$ cat config.mk
export PLATFORM = sky130hd
export DESIGN_NAME = apb_slave_regbank_flat
export DESIGN_NICKNAME = d
export VERILOG_FILES = /design/src/rtl/apb_slave_regbank_pkg.sv /design/src/rtl/apb_slave_regbank_if.sv /design/src/rtl/apb_slave_regbank_wait_counter.sv /design/src/rtl/apb_slave_regbank.sv /design/src/flat_wrapper.sv
export SDC_FILE = /design/constraint.sdc
export NUM_CORES = 1
export LEC_CHECK = 0
export BUFFER_PORTS_ARGS = -buffer_cell sky130_fd_sc_hd__buf_4
export CORE_ASPECT_RATIO = 1.75
export CORE_MARGIN = 1
export CORE_UTILIZATION = 34
export DETAILED_ROUTE_END_ITERATION = 12
export PLACE_DENSITY = 0.57
export SETUP_SLACK_MARGIN = 0.4
export SLEW_MARGIN = 20
export SYNTH_ARGS = -nofsm -noshare
export SYNTH_HDL_FRONTEND = slang
export SYNTH_HIERARCHICAL = 1
export SYNTH_SLANG_ARGS = --single-unit
$ cat constraint.sdc
create_clock -name clk_i -period 1.9 [get_ports clk_i]
set_clock_uncertainty 0.05 [all_clocks]
set_input_delay 0 -clock clk_i [delete_from_list [all_inputs] [get_ports clk_i]]
set_output_delay 0 -clock clk_i [all_outputs]
set_load 0.005 [all_outputs]
$ cat src/rtl/apb_slave_regbank_pkg.sv
// Shared types and defaults for the APB register bank: FSM states, bus widths, counter sizing.
package apb_slave_regbank_pkg;

   localparam int unsigned ApbAddrW = 4;
   localparam int unsigned ApbDataW = 8;

   typedef enum logic [1:0] {
      StIdle,
      StSetup,
      StAccess
   } apb_state_e;

   // Width needed to hold 0..max_val, never less than one bit.
   function automatic int unsigned cnt_width(input int unsigned max_val);
      return (max_val < 1) ? 1 : $clog2(max_val + 1);
   endfunction

endpackage

$ cat src/rtl/apb_slave_regbank_if.sv
// APB3 completer-side bus bundle with master (bridge) and slave (register bank) views.
interface apb_slave_regbank_if #(
   parameter int unsigned AddrW = 4,
   parameter int unsigned DataW = 8
) ();

   logic             psel;
   logic             penable;
   logic             pwrite;
   logic [AddrW-1:0] paddr;
   logic [DataW-1:0] pwdata;
   logic [DataW-1:0] prdata;
   logic             pready;
   logic             pslverr;

   modport master (
      output psel, penable, pwrite, paddr, pwdata,
      input  prdata, pready, pslverr
   );

   modport slave (
      input  psel, penable, pwrite, paddr, pwdata,
      output prdata, pready, pslverr
   );

endinterface

$ cat src/rtl/apb_slave_regbank_wait_counter.sv
// Wait-state counter: load on entry to the access phase, count down, flag zero.
// Compiled only when APB_WAIT_EN is defined, since nothing instantiates it otherwise.
`ifdef APB_WAIT_EN
module apb_slave_regbank_wait_counter
   import apb_slave_regbank_pkg::*;
#(
   parameter int unsigned MaxCount = 2
) (
   input  logic clk_i,
   input  logic rst_i,
   input  logic load_i,
   input  logic dec_i,
   output logic zero_o
);

   localparam int unsigned CntW = cnt_width(MaxCount);

   logic [CntW-1:0] cnt_d, cnt_q;

   always_comb begin
      cnt_d = cnt_q;
      if (load_i) begin
         cnt_d = CntW'(MaxCount);
      end else if (dec_i && (cnt_q != '0)) begin
         cnt_d = cnt_q - CntW'(1);
      end
   end

   always_ff @(posedge clk_i) begin
      if (rst_i) begin
         cnt_q <= '0;
      end else begin
         cnt_q <= cnt_d;
      end
   end

   assign zero_o = (cnt_q == '0);

endmodule
`endif

$ cat src/rtl/apb_slave_regbank.sv
// APB3 completer register bank; register 0 mirrors to ctrl_o, top address reads status_i.
// Define APB_WAIT_EN to insert WaitCycles wait states per access.
module apb_slave_regbank
   import apb_slave_regbank_pkg::*;
#(
   parameter int unsigned AddrW      = ApbAddrW,
   parameter int unsigned DataW      = ApbDataW,
   parameter int unsigned NumRegs    = 15,
   parameter int unsigned WaitCycles = 2
) (
   input  logic                clk_i,
   input  logic                rst_i,
   apb_slave_regbank_if.slave  apb_io,
   input  logic [DataW-1:0]    status_i,
   output logic [DataW-1:0]    ctrl_o
);

   localparam logic [AddrW-1:0] StatusAddr = '1;

   apb_state_e       state_d, state_q;
   logic [DataW-1:0] regs_q [NumRegs];
   logic [DataW-1:0] rd_data;
   logic             cnt_zero;
   logic             is_reg;
   logic             is_status;
   logic             dec_err;
   logic             ready;
   logic             wr_en;

`ifdef APB_WAIT_EN
   apb_slave_regbank_wait_counter #(
      .MaxCount(WaitCycles)
   ) u_wait_cnt (
      .clk_i (clk_i),
      .rst_i (rst_i),
      .load_i(state_q == StSetup && apb_io.psel && apb_io.penable),
      .dec_i (state_q == StAccess),
      .zero_o(cnt_zero)
   );
`else
   logic unused_wait_cycles;
   assign unused_wait_cycles = ^WaitCycles;
   assign cnt_zero           = 1'b1;
`endif

   assign is_reg    = 32'(apb_io.paddr) < NumRegs;
   assign is_status = (apb_io.paddr == StatusAddr);
   // Unmapped addresses always error; the status location errors only on writes.
   assign dec_err   = !is_reg && (apb_io.pwrite || !is_status);
   assign ready     = (state_q == StAccess) && apb_io.psel && cnt_zero;
   assign wr_en     = ready && apb_io.pwrite && is_reg;

   always_comb begin
      state_d = state_q;
      unique case (state_q)
         StIdle: begin
            if (apb_io.psel && !apb_io.penable) state_d = StSetup;
         end
         StSetup: begin
            if (!apb_io.psel) begin
               state_d = StIdle;
            end else if (apb_io.penable) begin
               state_d = StAccess;
            end
         end
         StAccess: begin
            if (!apb_io.psel || ready) state_d = StIdle;
         end
         default: state_d = StIdle;
      endcase
   end

   always_ff @(posedge clk_i) begin
      if (rst_i) begin
         state_q <= StIdle;
      end else begin
         state_q <= state_d;
      end
   end

   always_ff @(posedge clk_i) begin
      if (rst_i) begin
         for (int unsigned i = 0; i < NumRegs; i++) regs_q[i] <= '0;
      end else if (wr_en) begin
         for (int unsigned i = 0; i < NumRegs; i++) begin
            if (32'(apb_io.paddr) == i) regs_q[i] <= apb_io.pwdata;
         end
      end
   end

   always_comb begin
      rd_data = '0;
      for (int unsigned i = 0; i < NumRegs; i++) begin
         if (32'(apb_io.paddr) == i) rd_data = regs_q[i];
      end
      if (is_status) rd_data = status_i;
   end

   assign apb_io.pready  = ready;
   assign apb_io.pslverr = ready && dec_err;
   assign apb_io.prdata  = (ready && !apb_io.pwrite && !dec_err) ? rd_data : '0;
   assign ctrl_o         = regs_q[0];

endmodule

$ cat src/flat_wrapper.sv
// flat-port wrapper written by rule: the top's interface ports become plain ports
module apb_slave_regbank_flat import apb_slave_regbank_pkg::*;
#(
   parameter int unsigned AddrW      = ApbAddrW,
   parameter int unsigned DataW      = ApbDataW,
   parameter int unsigned NumRegs    = 15,
   parameter int unsigned WaitCycles = 2
)
  (clk_i, rst_i, status_i, ctrl_o, apb_io_psel, apb_io_penable, apb_io_pwrite, apb_io_paddr, apb_io_pwdata, apb_io_prdata, apb_io_pready, apb_io_pslverr);
  apb_slave_regbank_if #(.AddrW(AddrW), .DataW(DataW)) apb_io_i ();
  input  logic clk_i;
  input  logic rst_i;
  input  logic [DataW-1:0] status_i;
  output logic [DataW-1:0] ctrl_o;
  input wire logic [$bits(apb_io_i.psel)-1:0] apb_io_psel;
  input wire logic [$bits(apb_io_i.penable)-1:0] apb_io_penable;
  input wire logic [$bits(apb_io_i.pwrite)-1:0] apb_io_pwrite;
  input wire logic [$bits(apb_io_i.paddr)-1:0] apb_io_paddr;
  input wire logic [$bits(apb_io_i.pwdata)-1:0] apb_io_pwdata;
  output wire logic [$bits(apb_io_i.prdata)-1:0] apb_io_prdata;
  output wire logic [$bits(apb_io_i.pready)-1:0] apb_io_pready;
  output wire logic [$bits(apb_io_i.pslverr)-1:0] apb_io_pslverr;
  assign apb_io_i.psel = apb_io_psel;
  assign apb_io_i.penable = apb_io_penable;
  assign apb_io_i.pwrite = apb_io_pwrite;
  assign apb_io_i.paddr = apb_io_paddr;
  assign apb_io_i.pwdata = apb_io_pwdata;
  assign apb_io_prdata = apb_io_i.prdata;
  assign apb_io_pready = apb_io_i.pready;
  assign apb_io_pslverr = apb_io_i.pslverr;
  apb_slave_regbank #(.AddrW(AddrW), .DataW(DataW), .NumRegs(NumRegs), .WaitCycles(WaitCycles)) u_core (.clk_i(clk_i), .rst_i(rst_i), .apb_io(apb_io_i), .status_i(status_i), .ctrl_o(ctrl_o));
endmodule
## Yosys cells after proc, flatten, opt, wreduce, memory -nomap -nowiden

Memories as Yosys holds them, arrays and structs flattened.
Cells that the tools add are included.

| word-level totals | value |
|---|---|
| RAM bits | 120 |
| memories | 1 |
| bits in registers | 2 |

Memory list:

| memory | words | width | read ports | clocked after Yosys merged registers in | wr ports | RTL line | text |
|---|---|---|---|---|---|---|---|
| u_core.regs_q | 15 | 8 | 15 | 0 | 15 | apb_slave_regbank.sv:21 | `logic [DataW-1:0] regs_q [NumRegs];` |

| operators by class | value |
|---|---|
| equality and inequality tests | 20 |
| bitwise operators | 15 |
| multiplexer cells | 99 |
| $lt $le $gt $ge | 1 |
| reduce and logical (&&, ||, !) cells | 19 |

Operator list:

| cell | count |
|---|---|
| $mux W8 | 32 |
| $mux W1 | 62 |
| $eq A4 B4 Y1 const B | 8 |
| $eq A4 B3 Y1 const B | 4 |
| $or A1 B1 Y1 | 15 |
| $eq A4 B2 Y1 const B | 2 |
| $logic_and A1 B1 Y1 | 8 |
| $mux W2 | 4 |
| $logic_not A1 Y1 | 6 |
| $pmux W2 S3 | 1 |
| $eq A4 B1 Y1 const B | 1 |
| $logic_not A4 Y1 | 1 |
| $lt A4 B4 Y1 const B | 1 |
| $ne A3 B3 Y1 const B | 1 |
| $reduce_and A3 Y1 | 1 |
| $eq A2 B1 Y1 const B | 1 |
| $eq A2 B2 Y1 const B | 1 |
| $logic_not A2 Y1 | 1 |
| $logic_or A1 B1 Y1 | 2 |
| $ne A2 B1 Y1 const B | 1 |
| $ne A2 B2 Y1 const B | 1 |

## Logic depth before layout (Yosys ltp)

Gate-level depths: netlist of run 1.

| depth | value |
|---|---|
| depth in word-level cells | 18 |
| gate-level depth with buffers | 8 |

## Worst setup path after synthesis of run 1

No wires, ideal clock.

| path | value |
|---|---|
| path kind | reg-to-reg |
| start | register u_core.state_q[1] |
| end | memory u_core.regs_q[0][0] (enable) |
| setup time | 0.334 ns |
| buffers on the path | 0 |
| cell stages (with the launch flop) | 6 |
| path slack | 0.191 ns |
| arrival | 1.325 ns |
| clock period less this slack | 1.709 ns |
| cells stage by stage | dfxtp_1 nor2b_1 nand3_1 nor3_1 nand2_1 nand2b_1 |

RTL lines:

| element | RTL line | text |
|---|---|---|
| start: declaration | apb_slave_regbank.sv:20 | `apb_state_e state_d, state_q;` |
| start signal: assignment | apb_slave_regbank.sv:75 | `state_q <= StIdle;` |
| start signal: assignment | apb_slave_regbank.sv:77 | `state_q <= state_d;` |
| end: declaration | apb_slave_regbank.sv:21 |  |

==> results of run 1 <==
timing repair:
item	in CTS	in global routing
gates resized for setup	66	124
hold buffers	4	0
setup buffers	6	1
endpoints found under the setup margin	193	193
pin swaps	24	19
hold endpoints to repair	2	0
Yosys cell counts, types with 2 or more instances:
library cell	count	area (um^2)
o32ai_2	2	32.53
and2_1	2	12.51
mux2i_1	14	140.1
buf_4	12	90.09
a21oi_1	12	60.06
nand2_1	28	105.1
mux2_1	6	67.56
buf_2	10	50.05
dfxtp_1	2	40.04
edfxtp_1	120	3603
nor3_1	7	35.03
clkbuf_1	15	56.30
nor4b_1	2	17.52
a31oi_1	5	31.28
a32o_1	2	20.02
a21bo_2	2	20.02
a211oi_1	2	15.01
o211ai_1	4	30.03
a21o_1	8	60.06
inv_1	13	48.80
mux2_2	4	45.04
nand2b_1	22	137.6
o21ai_1	7	35.03
o221ai_1	5	43.79
nor2b_1	5	31.28
buf_6	4	45.04
nand3_1	10	50.05
o22ai_1	6	37.54
o221a_1	2	22.52
inv_2	2	7.510
and3_1	2	12.51
nand4b_1	2	17.52
a222oi_1	2	20.02
nor2_1	97	364.1
nand3b_1	3	22.52
o31ai_1	4	30.03
o21ai_0	16	80.08
mux4_2	6	135.1
worst min path at each step:
stage	slack, ns	to	start
4_1_cts	0.05	u_core/regs_q[0][26]	apb_io_pwdata[2]
3_3_place_gp	0.13	u_core/state_q[0]	apb_io_penable
5_1_grt	0.11	u_core/regs_q[0][26]	apb_io_pwdata[2]
2_1_floorplan	0.03	u_core/state_q[0]	apb_io_penable
3_5_place_dp	0.12	u_core/state_q[0]	apb_io_penable
6_report	0.11	u_core/regs_q[0][26]	apb_io_pwdata[2]
per-layer routing:
metal | global-route usage (%) | share of wire, % | vias to the layer above
met3 | 4.040 | 4.0 | 38
met5 | 0 | 0 | -
met1 | 22.22 | 36 | 2123
met4 | 13.16 | 4.4 | 0
li1 | - | - | 1935
met2 | 34.59 | 55 | 146
cell families after synthesis:
kind of cell | after synthesis | synth area share, %
multiplexers | 30 | 6.658
flip-flops | 122 | 62.54
buffers and inverters | 57 | 5.176
AO/OA/AOI/OAI | 88 | 10.55
AND/OR/NAND/NOR | 187 | 15.08
flip-flops by register name, summed over array words and instances, names as in the netlist:
signal and flops:
u_core/regs_q 120, u_core/state_q 2
cells in the final DEF, fill, tap and decap left out, drive strengths merged, types with 5 or more instances in the layout:
cell / Yosys / routed
edfxtp: 120 / 120
nor2: 97 / 97
buf: 27 / 96
nand2: 28 / 28
o21ai: 23 / 23
nand2b: 23 / 23
clkbuf: 15 / 20
inv: 15 / 15
mux2i: 14 / 14
a21oi: 12 / 12
nand3: 10 / 10
mux2: 10 / 10
a21o: 8 / 8
nor3: 7 / 7
mux4: 6 / 6
o22ai: 6 / 6
clkinv: 0 / 6
bufinv: 0 / 5
o221ai: 5 / 5
nor2b: 5 / 5
a31oi: 5 / 5
report_power, final:
part	internal [uW]	switching (uW)
Clock	2300	1100
Sequential	3070	39.1
Combinational	255	402
Total	5620	1540
critical path, delay by kind of cell (launching register included):
| family | cells | cell delay, ns |
|---|---|---|
| buf+inv | 1 | 0.15 |
| simple gates | 1 | 0.07 |
| mux | 1 | 0.51 |
| flops | 1 | 0.40 |
| compound gates | 3 | 0.50 |
final cells by class:
cell class              count  area (um^2)  area share (%)
clock buffers              20        436.7           5.327
multi-input cells         305         2635           32.15
clock inverters            11        176.4           2.152
repair buffers            100        963.4           11.75
flip-flops and latches    122         3645           44.47
inverters                  15        56.30          0.6869
well taps                 227        284.0           3.465
metrics by stage:
step           cell area [um^2]  TNS [ns]  hold slack, ns  worst slack (ns)
2_1_floorplan              5927         0         0.02734            0.3864
3_3_place_gp               6721         0          0.1263           0.04124
3_5_place_dp               6721         0          0.1247           0.05192
4_1_cts                    7697    -1.355         0.04738           -0.2189
5_1_grt                    8197    -1.579          0.1111           -0.2422
6_report                   8197    -1.050          0.1091           -0.1837
==> impl_metrics.tcl, run 1 <==
set metrics [dict create \
    slowest_stage "mux4_2" \
    holdCritPathClass "in -> reg" \
    critPathKind "reg -> out" \
    grt_pass1_vias 4374 \
    total_leakage_power_uw 0.003001 \
    rr_endpoint "u_core/regs_q[0][95]" \
    gp_congestion 0.8959 \
    worstPathMaxFanout 2 \
    yosysWarningCount 6 \
    hold_depth 4 \
    portBuffers 42 \
    drcViolationCount 0 \
    max_slew_margin_pct 35.42 \
    postLayoutCoreUtil_pct 48.59 \
    slowest_delay_ns 0.51 \
    stdcell_count 800 \
    cts_tree "yes" \
    max_freq_ghz 0.4799 \
    violations "negative setup slack" \
    detail_route.first_pass.iterations 4 \
    syn_nets 509 \
    wl_per_cell_um 21.10 \
    syn_inst 484 \
    worstSkewPairLatency_ns 0.41 \
    die_h_um 175.2 \
    nNetsFinal 586 \
    cts_buffers 17 \
    ioPinCount 43 \
    crit_path_end_kind "output port" \
    worstSetupStartpointType "flip-flop" \
    antenna_found_initial 0 \
    fillers 1498 \
    cts.path.max_buffers 2 \
    synth_flop_cell "edfxtp_1" \
    grt_pass1_wl_mm 25.37 \
    start_util_pct 34.53 \
    drive_above_1_share_pct 43.46 \
    synth_edf_count 120 \
    endpoint "apb_io_prdata[1]" \
    cap_viol_max_count 0 \
    coreArea_um2 16870 \
    drv_slew 0 \
    dr_total_vias 4242 \
    dpl.cell_count 758 \
    dp_hpwl_mm 12.03 \
    peakVddDrop_v 0.0004744 \
    htree_levels 4 \
    crit_chain "mux4_2 > a21oi_2 > nor2_1 > a221oi_2 > a21oi_2 > buf_4" \
    ant_nets 0 \
    async_flop_share_pct 0 \
    fin_crit_sh_pct 109.7 \
    drt_iter0_markers 377 \
    grt_overflow 0 \
    ys_seq_area_share_pct 62.54 \
    grt_max_degree 32 \
    dieArea_um2 17680 \
    outcome "finished, violations left" \
    core.rowCount 63 \
    reg2reg_from "u_core/state_q[1]" \
    cellPowerDensity_nw_per_um2 874.3 \
    syn2layout_area_growth_pct 40.70 \
    worst_pin_slew_ns 0.9687 \
    cp_common_cell "a21oi_2" \
    synthDistinctLibCells 55 \
    grt_setup_unrepaired "yes" \
    cts_root_buf "clkbuf_16" \
    setup_viol_count_final 8 \
    crit_required_ns 1.85 \
    numClockSinks 122 \
    min_period_ns 2.084 \
    syn_avg_cell_area_um2 12.04 \
    synth-seq-cells 122 \
    clk_pin_slew_ns 0.05 \
    syn_area_um2 5826 \
    r2r_slack_ns 0.21 \
    diodes 0 \
    hold_violations 0 \
    cp.arrival_ns 2.03 \
    total_power_uw 7166 \
    critPathLaunch "u_core/regs_q[0][1]" \
    reg2reg_depth 7 \
    routed_wirelength_mm 16.88 \
    vias_per_cell 5.303 \
    track_usage_pct 20.14 \
    layout_setup_ws_ns -0.1837 \
    die_w_um 101.0 \
]
Note: power is estimated with default switching activity, not from simulation.
==> run 2: changes to the inputs <==
--- a/config.mk
+++ b/config.mk
@@ -11,7 +11,7 @@
 export CORE_UTILIZATION = 34
 export DETAILED_ROUTE_END_ITERATION = 12
 export PLACE_DENSITY = 0.57
-export SETUP_SLACK_MARGIN = 0.4
+export SETUP_SLACK_MARGIN = 0.05
 export SLEW_MARGIN = 20
 export SYNTH_ARGS = -nofsm -noshare
 export SYNTH_HDL_FRONTEND = slang
==> run 2 against run 1 <==
  * The run still ends with negative setup slack left
  * Worst setup slack got worse by 0.016 ns
  * Die area stayed put
  * Global-route usage grew 0.16 points
  * Via count down 0.28%
  * Sequential power is essentially flat
  * Final area shrank 7.9%
  * Core utilization down 3.8 points
  * Sequential share of layout area increased by 3.8 points
  * Worst hold slack got worse by 0.053 ns
==> impl_metrics.tcl, run 2 (synthesized netlist as in run 1, its figures left out) <==
set metrics [dict create \
    outcome "finished, violations left" \
    violations "negative setup slack" \
    diodes 0 \
    place_ws_ns -0.03566 \
    cts_root_buf "clkbuf_16" \
    fillers 1597 \
    total_power_uw 6955 \
    grt_overflow 0 \
    syn2layout_area_growth_pct 29.64 \
    dieArea_um2 17680 \
    drive_above_1_share_pct 31.02 \
    largest_registers "u_core/regs_q (120), u_core/state_q (2)" \
    peakVddDrop_v 0.0005505 \
    grt_pass1_vias 4342 \
    die_h_um 175.2 \
    grt_setup_unrepaired "yes" \
    wl_per_cell_um 20.90 \
    vias_per_cell 5.261 \
    final_cell_mix "edfxtp_1, nor2_1, buf_4" \
    antenna_found_initial 0 \
    dr_total_vias 4230 \
    crit_chain "mux4_2 > a211oi_2 > buf_4 > a31oi_1 > o221a_1 > buf_4" \
    die_w_um 101.0 \
    largest_reg_flops 120 \
    max_slew_margin_pct 59.80 \
    cts_buffers 17 \
    crit_required_ns 1.85 \
    dp_hpwl_mm 11.99 \
    cts.path.max_buffers 2 \
    stdcell_count 804 \
    cts_tree "yes" \
    numClockSinks 122 \
    ioPinCount 43 \
    track_usage_pct 20.30 \
    regMostFlops "u_core/regs_q" \
    dpl.cell_count 765 \
    core.rowCount 63 \
    max_freq_ghz 0.4762 \
    holdCritPathClass "in -> reg" \
    layout_setup_ws_ns -0.2000 \
    detail_route.first_pass.iterations 5 \
    grt_pass1_wl_mm 25.40 \
    drcViolationCount 0 \
    portBuffers 42 \
    cp.arrival_ns 2.05 \
    worst_pin_slew_ns 0.6014 \
    clk_pin_slew_ns 0.06 \
    critical_path.top_delay_family "multiplexers" \
    worstSkewPairLatency_ns 0.41 \
    routed_wirelength_mm 16.81 \
    total_leakage_power_uw 0.002846 \
    grt_max_degree 53 \
    hold_violations 0 \
    ant_nets 0 \
    drt_iter0_markers 300 \
    cap_viol_max_count 0 \
    layout.cells.most_common "edfxtp_1" \
    worstPathMaxFanout 1 \
    slowest_stage "mux4_2" \
    critPathKind "reg -> out" \
    crit_path_end_kind "output port" \
    gp_congestion 0.8552 \
    drv_slew 0 \
    slowest_delay_ns 0.50 \
    fin_crit_sh_pct 110.5 \
    start_util_pct 34.53 \
    setup_viol_count_final 6 \
    cellPowerDensity_nw_per_um2 920.9 \
    cp_common_cell "buf_4" \
    cp_num_buf_inv 2 \
    nNetsFinal 590 \
    worstSetupStartpointType "flip-flop" \
    coreArea_um2 16870 \
    htree_levels 4 \
    min_period_ns 2.100 \
]
[run 2: path summary, 6_finish.rpt]
path,from,endpoint,slack [ns],cells after the start
setup reg to reg,u_core/state_q[1],u_core/regs_q[0][46],0.26,7
setup / recovery,u_core/regs_q[0][16],apb_io_prdata[0],-0.20,6
hold reg to reg,u_core/state_q[1],u_core/state_q[1],0.93,2
hold / removal,apb_io_pwdata[0],u_core/regs_q[0][72],0.06,4
[run 2: tightest hold or removal path, stage by stage]
cell	delay [ns]
buf_4	0.08
nand2b_1	0.04
buf_4	0.19
nor2_1	0.11
[run 2: cell type report]
class | count | area [um^2] | area share, %
Clock buffer | 19 | 432.9 | 5.732
Clock inverter | 12 | 151.4 | 2.005
Inverter | 15 | 56.30 | 0.7455
Multi-Input combinational cell | 305 | 2067 | 27.37
Sequential cell | 122 | 3645 | 48.26
Tap cell | 227 | 284.0 | 3.761
Timing Repair Buffer | 104 | 915.9 | 12.13
[run 2: power breakdown]
part | leakage [uW] | switching [uW] | internal (uW) | total, uW
clock | 0.000283 | 1170 | 2050 | 3220
sequential | 0.00126 | 37.1 | 3070 | 3110
combinational | 0.00130 | 369 | 259 | 628
total | 0.00285 | 1580 | 5380 | 6960
[run 2: timing repair]
| item | in CTS | in global routing |
|---|---|---|
| hold buffers | 4 | 0 |
| buffers inserted | 3 | 2 |
| pin swaps | 13 | 7 |
| resized for setup | 25 | 13 |
| endpoints found under the setup margin | 24 | 49 |
| gates cloned | 0 | 0 |
| endpoints found under the hold margin | 2 | 0 |
[run 2: metal layers]
layer / wire length [um] / up-vias / part of all wire, % / global-route usage, %
met2: 9115 / 153 / 54 / 35.50
met4: 870 / 0 / 5.2 / 13.04
met3: 714 / 40 / 4.2 / 4.280
met5: 0 / - / 0 / 0
li1: - / 1937 / - / -
met1: 6106 / 2100 / 36 / 21.78
[run 2: through the flow]
stage               area [um^2]  util (%)  setup TNS (ns)  hold slack [ns]
floorplan                  5826         -               0          0.02734
global placement           6698     39.70               0           0.1342
detailed placement         6698     39.70         -0.3908           0.1359
CTS                        7471     44.29          -1.226          0.04914
global route               7552     44.77          -1.486          0.06051
finish                     7552     44.77         -0.9019          0.05618
